$ cat src/rtl/draw_if.sv
// draw_if: request/rectangle bus from the game-object clients and pixel stream toward the VGA adapter.
interface draw_if;
   logic [3:0]  req;
   logic [31:0] rect_x;
   logic [27:0] rect_y;
   logic [31:0] rect_w;
   logic [27:0] rect_h;
   logic [11:0] rect_colour;
   logic [3:0]  grant;
   logic [3:0]  done;
   logic        busy;
   logic [7:0]  x_out;
   logic [6:0]  y_out;
   logic [2:0]  colour_out;
   logic        plot;
   modport master (output req, rect_x, rect_y, rect_w, rect_h, rect_colour,
                   input grant, done, busy, x_out, y_out, colour_out, plot);
   modport slave  (input req, rect_x, rect_y, rect_w, rect_h, rect_colour,
                   output grant, done, busy, x_out, y_out, colour_out, plot);
endinterface

$ cat src/rtl/draw_arbiter.sv
// draw_arbiter: round-robin share of one rectangle rasterizer among four clients, one pixel per cycle.
module draw_arbiter (
   input logic  clock,
   input logic  reset_n,
   draw_if.slave bus
);
   typedef enum logic [1:0] {IDLE, DRAW, DONE} state_t;
   state_t      state, state_n;
   logic [1:0]  ptr, ptr_n, wi, wi_n, pick;
   logic [7:0]  lx, lx_n, lw, lw_n, xc, xc_n, x_n;
   logic [6:0]  ly, ly_n, lh, lh_n, yc, yc_n, y_n;
   logic [2:0]  lc, lc_n, c_n;
   logic [3:0]  grant_n, done_n;
   logic        plot_n, row_end, last;

   assign row_end  = xc == lw;
   assign last     = row_end && yc == lh;
   assign bus.busy = state != IDLE;

   // Lowest offset from ptr wins, so scan offsets from high to low.
   always_comb begin
      pick = ptr;
      for (int i = 3; i >= 0; i--)
         if (bus.req[ptr + 2'(i)]) pick = ptr + 2'(i);
   end

   always_ff @(posedge clock) begin
      if (!reset_n) begin
         state          <= IDLE;
         ptr            <= '0;
         wi             <= '0;
         lx             <= '0;
         ly             <= '0;
         lw             <= '0;
         lh             <= '0;
         lc             <= '0;
         xc             <= '0;
         yc             <= '0;
         bus.grant      <= '0;
         bus.done       <= '0;
         bus.plot       <= 1'b0;
         bus.x_out      <= '0;
         bus.y_out      <= '0;
         bus.colour_out <= '0;
      end else begin
         state          <= state_n;
         ptr            <= ptr_n;
         wi             <= wi_n;
         lx             <= lx_n;
         ly             <= ly_n;
         lw             <= lw_n;
         lh             <= lh_n;
         lc             <= lc_n;
         xc             <= xc_n;
         yc             <= yc_n;
         bus.grant      <= grant_n;
         bus.done       <= done_n;
         bus.plot       <= plot_n;
         bus.x_out      <= x_n;
         bus.y_out      <= y_n;
         bus.colour_out <= c_n;
      end
   end

   always_comb
      state_n = state == IDLE ? (|bus.req ? DRAW : IDLE) :
                state == DRAW ? (last ? DONE : DRAW) : IDLE;

   // Next pixel is computed a cycle ahead so x_out/y_out leave straight from flops.
   always_comb begin
      ptr_n   = ptr;
      wi_n    = wi;
      lx_n    = lx;
      ly_n    = ly;
      lw_n    = lw;
      lh_n    = lh;
      lc_n    = lc;
      xc_n    = xc;
      yc_n    = yc;
      x_n     = bus.x_out;
      y_n     = bus.y_out;
      c_n     = bus.colour_out;
      grant_n = bus.grant;
      done_n  = '0;
      plot_n  = 1'b0;
      if (state == IDLE && |bus.req) begin
         wi_n    = pick;
         lx_n    = bus.rect_x[8*pick +: 8];
         ly_n    = bus.rect_y[7*pick +: 7];
         lw_n    = bus.rect_w[8*pick +: 8];
         lh_n    = bus.rect_h[7*pick +: 7];
         lc_n    = bus.rect_colour[3*pick +: 3];
         xc_n    = '0;
         yc_n    = '0;
         x_n     = lx_n;
         y_n     = ly_n;
         c_n     = lc_n;
         grant_n = 4'b0001 << pick;
         plot_n  = 1'b1;
      end else if (state == DRAW) begin
         if (last) done_n = bus.grant;
         else begin
            xc_n   = row_end ? '0 : xc + 8'd1;
            yc_n   = row_end ? yc + 7'd1 : yc;
            x_n    = lx + xc_n;
            y_n    = ly + yc_n;
            plot_n = 1'b1;
         end
      end else if (state == DONE) begin
         ptr_n   = wi + 2'd1;
         grant_n = '0;
      end
   end
endmodule

$ cat src/flat_wrapper.sv
// flat-port wrapper written by rule: the top's interface ports become plain ports
module draw_arbiter_flat 
  (clock, reset_n, bus_req, bus_rect_x, bus_rect_y, bus_rect_w, bus_rect_h, bus_rect_colour, bus_grant, bus_done, bus_busy, bus_x_out, bus_y_out, bus_colour_out, bus_plot);
  draw_if bus_i ();
  input logic clock;
  input logic reset_n;
  input wire logic [$bits(bus_i.req)-1:0] bus_req;
  input wire logic [$bits(bus_i.rect_x)-1:0] bus_rect_x;
  input wire logic [$bits(bus_i.rect_y)-1:0] bus_rect_y;
  input wire logic [$bits(bus_i.rect_w)-1:0] bus_rect_w;
  input wire logic [$bits(bus_i.rect_h)-1:0] bus_rect_h;
  input wire logic [$bits(bus_i.rect_colour)-1:0] bus_rect_colour;
  output wire logic [$bits(bus_i.grant)-1:0] bus_grant;
  output wire logic [$bits(bus_i.done)-1:0] bus_done;
  output wire logic [$bits(bus_i.busy)-1:0] bus_busy;
  output wire logic [$bits(bus_i.x_out)-1:0] bus_x_out;
  output wire logic [$bits(bus_i.y_out)-1:0] bus_y_out;
  output wire logic [$bits(bus_i.colour_out)-1:0] bus_colour_out;
  output wire logic [$bits(bus_i.plot)-1:0] bus_plot;
  assign bus_i.req = bus_req;
  assign bus_i.rect_x = bus_rect_x;
  assign bus_i.rect_y = bus_rect_y;
  assign bus_i.rect_w = bus_rect_w;
  assign bus_i.rect_h = bus_rect_h;
  assign bus_i.rect_colour = bus_rect_colour;
  assign bus_grant = bus_i.grant;
  assign bus_done = bus_i.done;
  assign bus_busy = bus_i.busy;
  assign bus_x_out = bus_i.x_out;
  assign bus_y_out = bus_i.y_out;
  assign bus_colour_out = bus_i.colour_out;
  assign bus_plot = bus_i.plot;
  draw_arbiter u_core (.clock(clock), .reset_n(reset_n), .bus(bus_i));
endmodule
$ cat config.mk
export PLATFORM = sky130hd
export DESIGN_NAME = draw_arbiter_flat
export DESIGN_NICKNAME = d
export VERILOG_FILES = /design/src/rtl/draw_if.sv /design/src/rtl/draw_arbiter.sv /design/src/flat_wrapper.sv
export SDC_FILE = /design/constraint.sdc
export NUM_CORES = 1
export LEC_CHECK = 0
export BUFFER_PORTS_ARGS = -buffer_cell sky130_fd_sc_hd__buf_2
export CAP_MARGIN = 10
export CELL_PAD_IN_SITES_DETAIL_PLACEMENT = 2
export CELL_PAD_IN_SITES_GLOBAL_PLACEMENT = 2
export CORE_MARGIN = 1
export CORE_UTILIZATION = 29
export CTS_CLUSTER_SIZE = 24
export DETAILED_ROUTE_END_ITERATION = 12
export PLACE_DENSITY = 0.85
export SYNTH_ARGS = -nofsm -noshare
export SYNTH_HDL_FRONTEND = slang
export SYNTH_SLANG_ARGS = --single-unit
$ cat constraint.sdc
create_clock -name clock -period 3.9 [get_ports clock]
set_input_delay 0.78 -clock clock [delete_from_list [all_inputs] [get_ports clock]]
set_output_delay 0.78 -clock clock [all_outputs]
set_load 0.02 [all_outputs]
Yosys cells after proc, flatten, opt, wreduce, memory -nomap -nowiden

Cells that the tools add are included.

Flip-flop bits (word level): 78
Input bits: 138
Output and inout bits: 28
Word-level logic and storage cells: 88

$add $sub $neg: 8
Multiply operators: 2
$lt $le $gt $ge: 4
Equality and inequality tests: 6
Shift-type cells: 6
Multiplexer cells: 30
Bitwise gates (word level): 4
Reductions and logical operators: 13

Operator list:

| operator                                                    | number |
|---|---|
| variable part select 32 x 6 -> 8 bit                        | 2 |
| variable part select 28 x 6 -> 7 bit                        | 2 |
| two-way mux 8 bit                                           | 4 |
| two-way mux 7 bit                                           | 4 |
| two-way mux 2 bit                                           | 7 |
| less-than comparator 2 x 3 -> 1 bit (second input constant) | 4 |
| two-way mux 4 bit                                           | 3 |
| variable part select 12 x 5 -> 3 bit                        | 1 |
| adder 8 x 1 -> 8 bit (second input constant)                | 1 |
| adder 8 bit                                                 | 1 |
| binary-select mux 1 bit (select 2 bit)                      | 4 |
| equality test 8 bit                                         | 1 |
| two-way mux 1 bit                                           | 8 |
| OR reduction 4 bit                                          | 2 |
| adder 7 x 1 -> 7 bit (second input constant)                | 1 |
| adder 7 bit                                                 | 1 |
| equality test 7 bit                                         | 1 |
| AND reduction 2 bit                                         | 3 |
| nonzero test 2 bit                                          | 3 |
| multiplier 3 x 2 -> 5 bit (first input constant)            | 1 |
| adder 2 x 1 -> 2 bit (second input constant)                | 2 |
| adder 2 bit (second input constant)                         | 2 |
| multiplier 2 x 2 -> 4 bit (first input constant)            | 1 |
| inequality test 2 bit (second input constant)               | 2 |
| 8 further kinds                                             | 12 |

Depth between registers and ports, before layout

Depth after elaboration: 10
Mapped depth: 15
Gate-level depth less buffers: 13

Worst setup path before layout

No wires, ideal clock.

Path type: reg-to-reg
Start point: register u_core.xc[0]
End point: register u_core.bus.x_out[6]
Setup time: 0.147 ns
Arrival: 2.743 ns
Required time: 3.753 ns
Path slack: 1.010 ns
Cell stages (with the launch flop): 16
Buffers on the path: 2
Period minus slack after synthesis: 2.890 ns
Path through: dfxtp_1 > clkbuf_2 > xnor2_1 > nand4_1 > nor2_1 > clkbuf_1 > nor2_1 > ha_1 > inv_1 > fa_1 > nor2b_1 > o21ai_0 > a21boi_0 > mux2i_1 > a2111oi_0 > a2111oi_2

Cells in the longest elaborated chain, start to end: 6
Elaborated cells on any way between the ends: 10
Classes of those cells: add/sub: 2; eq/ne: 2; mux: 4; reduce/logical: 2

RTL lines:

| element                                                     | RTL line                                | RTL |
|---|---|---|
| from (decl)                                                 | draw_arbiter.sv:10                      | `logic [7:0] lx, lx_n, lw, lw_n, xc, xc_n, x_n;` |
| from (signal assigned)                                      | draw_arbiter.sv:54                      | `xc <= xc_n;` |
| adder 8 x 1 -> 8 bit or equality test 8 bit (tied branches) | draw_arbiter.sv:103, draw_arbiter.sv:16 |  |
| two-way mux 8 bit                                           | draw_arbiter.sv:103                     | `xc_n = row_end ? '0 : xc + 8'd1;` |
| adder 8 bit                                                 | draw_arbiter.sv:105                     | `x_n = lx + xc_n;` |
| two-way mux 8 bit                                           | draw_arbiter.sv:101                     | `if (last) done_n = bus.grant;` |
| two-way mux 8 bit                                           | draw_arbiter.sv:100                     | `end else if (state == DRAW) begin` |
| two-way mux 8 bit                                           | draw_arbiter.sv:86                      | `if (state == IDLE && \|bus.req) begin` |
| to (signal assigned)                                        | draw_arbiter.sv:59                      | `bus.x_out <= x_n;` |
| to (decl)                                                   | draw_if.sv:19                           | `output grant, done, busy, x_out, y_out, colour_out, plot);` |

Several ways; a longest one is shown, not always the timed one. The select of a mux whose other input is x is not followed.
A chain may end at the register's enable or synchronous reset.

Final worst setup path

Start point: register u_core.xc[1]
End point: register u_core.bus.y_out[5]

Cells in the longest elaborated chain, start to end: 6
Elaborated cells on any way between the ends: 9
Classes of those cells: add/sub: 1; eq/ne: 2; mux: 4; reduce/logical: 2

RTL lines:

| element               | RTL line            | RTL |
|---|---|---|
| equality test 8 bit * | draw_arbiter.sv:16  | `assign row_end = xc == lw;` |
| two-way mux 7 bit     | draw_arbiter.sv:104 | `yc_n = row_end ? yc + 7'd1 : yc;` |
| adder 7 bit           | draw_arbiter.sv:106 | `y_n = ly + yc_n;` |
| two-way mux 7 bit     | draw_arbiter.sv:101 |  |
| two-way mux 7 bit     | draw_arbiter.sv:100 |  |
| two-way mux 7 bit     | draw_arbiter.sv:86  |  |
| to (signal assigned)  | draw_arbiter.sv:60  | `bus.y_out <= y_n;` |
| to (decl)             | draw_if.sv:19       |  |

Every way passes the cells marked *; elsewhere a longest branch is shown, timed or not. The select of a mux whose other input is x is not followed.

==> results.ini <==
[run_status]
status=finished clean

[pwr]
powerDensity_nw_per_um2=393
clkPwrFrac_pct=37.8
p_sw_uw=817
combPwrFrac_pct=25.6
ir_worst_vdd_mv=0.233
p_total_mw=2.53
p_int_mw=1.71
switching_share_pct=32.3
total_leakage_power_nw=2.79
seqPwrFrac_pct=36.6

[synthesis]
ys_seq_elements=78
synth.top_cell.area_share_pct=30.8
avgSynthCellArea_um2=8.52
synth_edf_count=0
yosysTopAreaCell=dfxtp_1
synthTopCellsByArea=dfxtp_1 31%, xnor2_1 5.4%, mux2i_1 4.9%, mux2_2 4.9%, a21oi_1 4.4%
synth_nets=751
ys_seq_area_share_pct=30.8
syn_inst=595
synth_warnings=0
async_flop_share_pct=0
synth_cell_types=69
synth_area_um2=5070
ys.flop_type=dfxtp_1

[grt]
antenna_found_initial=0
grt_pass1_wl_um=33000
grt_max_degree=43
overflow=0
grt_pass1_vias=5879
track_usage_pct=23.9

[layout]
final-seq-area_um2=1560
syn2layout_area_growth_pct=26.8
final_cell_mix=165 x buf_2, 78 x dfxtp_1, 46 x nor2_1
layout-drive-gt1-share_pct=32.1
layout_commonest_cell=buf_2
instances_no_fill=971
diodes=0
nets=902
multi_input_area_um2=3240
n_fill_cell=1957

[route]
drtAntennaViolNets=0
initialDrtViolationCount=236
routedWlPerCell_um=21.8
vias=5342
firstDrtPassIters=5
drc=0
viasPerCell=5.50
drt_wl_total_um=21200

[worst_setup_path]
timing.rr.start=u_core.xc[1]
worstSetupPathType=register to register
critical_path_peak_fanout=8
critPathArrivalTime_ps=3620
r2r-end=u_core.bus.y_out[5]
start_kind=register
critPathLaunch=u_core.xc[1]
critPathCaptureType=register
rrSetupSlack_ps=510
cp_data_required_time_ps=4130
reg2regPathDepth=13

[flow_run]
drv_cap=0

[floorplanning]
pin_count=166
fp.dieH_um=134
rows=47
die_x_um=134
start_util_pct=30.1
dieArea_um2=18000
coreArea_um2=16800

[timing]
hold_slack_ps=483
finalSetupTns_ps=0
relSlewSlack_pct=48.6
maxSlewViolCount=0
tightest_slew_ps=766
grt_setup_unrepaired=no
max_freq_ghz=0.295
fin_worst_skew_ps=6.87
min_period_over_period_pct=86.9
hold_violations=0
fin_crit_ps=3390
setup_viol_count_final=0

[clock_network]
post-cts-setup-buffers=0
cts_resized=0
clock-sinks=78
path_clk_slew_ps=70
postCtsHoldBufs=0
htreeDepth=3
cts_tree=done
clock_latency_ps=360
clock_path_buffers=2
numCtsBuffers=9
cts-root-buf=clkbuf_16

[hold_path]
whs_endpoint=u_core.ly[0]
hp-class=register to register
whs_path_depth=1
worst_hold_startpoint=u_core.ly[0]

[placed_design]
hpwlAfterDp_um=15700
io_buffers=165
placed_cells=955
place_congestion=0.837

-- area by class of cell --
class	instances	share of cell area (%)
Inverter	17	0.992
Clock inverter	6	1.44
Clock buffer	10	3.72
Tap cell	220	4.28
Multi-Input combinational cell	458	50.5
Timing Repair Buffer	182	14.8
Sequential cell	78	24.3
-- critical path, cell delays in order, from the launching register on --
cell      delay [ps]
dfxtp_1          460
xnor2_1          210
nand4_1          220
nor2_1           320
buf_4            240
mux2i_1          430
inv_1            110
ha_1             290
a21oi_1          220
o211ai_1         140
a21oi_1          220
xnor2_1           90
mux2i_1          210
o21bai_1         110
-- worst max path at each step --
| stage | end | depth (start not counted) | slack (ps) |
|---|---|---|---|
| 2_1_floorplan | u_core.bus.x_out[6] | 15 | 1010 |
| 3_5_place_dp | u_core.bus.x_out[2] | 8 | 460 |
| 6_report | u_core.bus.y_out[5] | 13 | 510 |
| 3_3_place_gp | u_core.bus.x_out[2] | 8 | 610 |
| 4_1_cts | u_core.bus.y_out[5] | 13 | 550 |
| 5_1_grt | u_core.bus.y_out[5] | 13 | 340 |
-- power by group through the flow --
stage	Sequential [mW]	Clock [mW]	Combinational (mW)
floorplan	0.954	0	0.364
global placement	0.938	0	0.603
detailed placement	0.941	0	0.635
CTS	0.926	0.970	0.651
global route	0.933	1.01	0.697
finish	0.925	0.956	0.647
-- stage by stage --
step | worst slack [ps] | utilization [%] | instance area [µm²]
after floorplan | 1010 | - | 5070
after global placement | 615 | 36.3 | 6100
after detailed placement | 460 | 36.3 | 6100
after CTS | 551 | 38.2 | 6430
after global routing | 344 | 38.2 | 6430
final | 512 | 38.2 | 6430
-- synth_stat cells (3+ instances only) --
cell and count:
ha_1 16, nor3b_1 8, a222oi_1 5, nor3_1 11, mux2i_1 25, xor2_1 9, o22ai_1 3, or3_1 4
a32o_1 4, a21o_1 15, nor2b_1 6, xnor2_1 31, nand2_1 36, a211oi_1 17, buf_2 9, clkbuf_1 25
o21bai_1 5, nand4_1 9, a221oi_1 8, o21ai_0 32, nand2b_1 7, nor2_1 46, nand3_1 18, buf_6 3
mux2_2 22, nor4_1 3, a211oi_2 3, and2_1 6, o211ai_1 4, or4_1 3, a22oi_1 11, dfxtp_1 78
a21oi_1 45, o31ai_1 7, and3_1 4, inv_1 16
-- sequential cells by signal, indices dropped and copies added, names as in the netlist, 3 cells and up --
signal / count
u_core.yc: 7
u_core.bus.done: 4
u_core.bus.colour_out: 3
u_core.bus.x_out: 8
u_core.lh: 7
u_core.lx: 8
u_core.lw: 8
u_core.xc: 8
u_core.bus.grant: 4
u_core.bus.y_out: 7
u_core.ly: 7
-- metal layers --
metal	share of wire, %	global-route usage [%]	vias up
li1	-	-	2491
met1	41	27.6	2636
met2	51	43.7	180
met3	5.5	4.54	35
met4	2.6	8.18	0
met5	0	0	-
-- logic make-up (layout without fill, tap and decap cells) --
| group | count (synthesis) | in the layout | share of synthesized area, % |
|---|---|---|---|
| simple gates | 175 | 175 | 18.2 |
| fa+ha+maj | 18 | 18 | 4.74 |
| buf+inv | 59 | 215 | 5.53 |
| flops | 78 | 78 | 30.8 |
| mux | 47 | 47 | 9.82 |
| xor+xnor | 40 | 40 | 6.91 |
| compound gates | 178 | 178 | 24.0 |
Power figures use the tool's default switching activity.
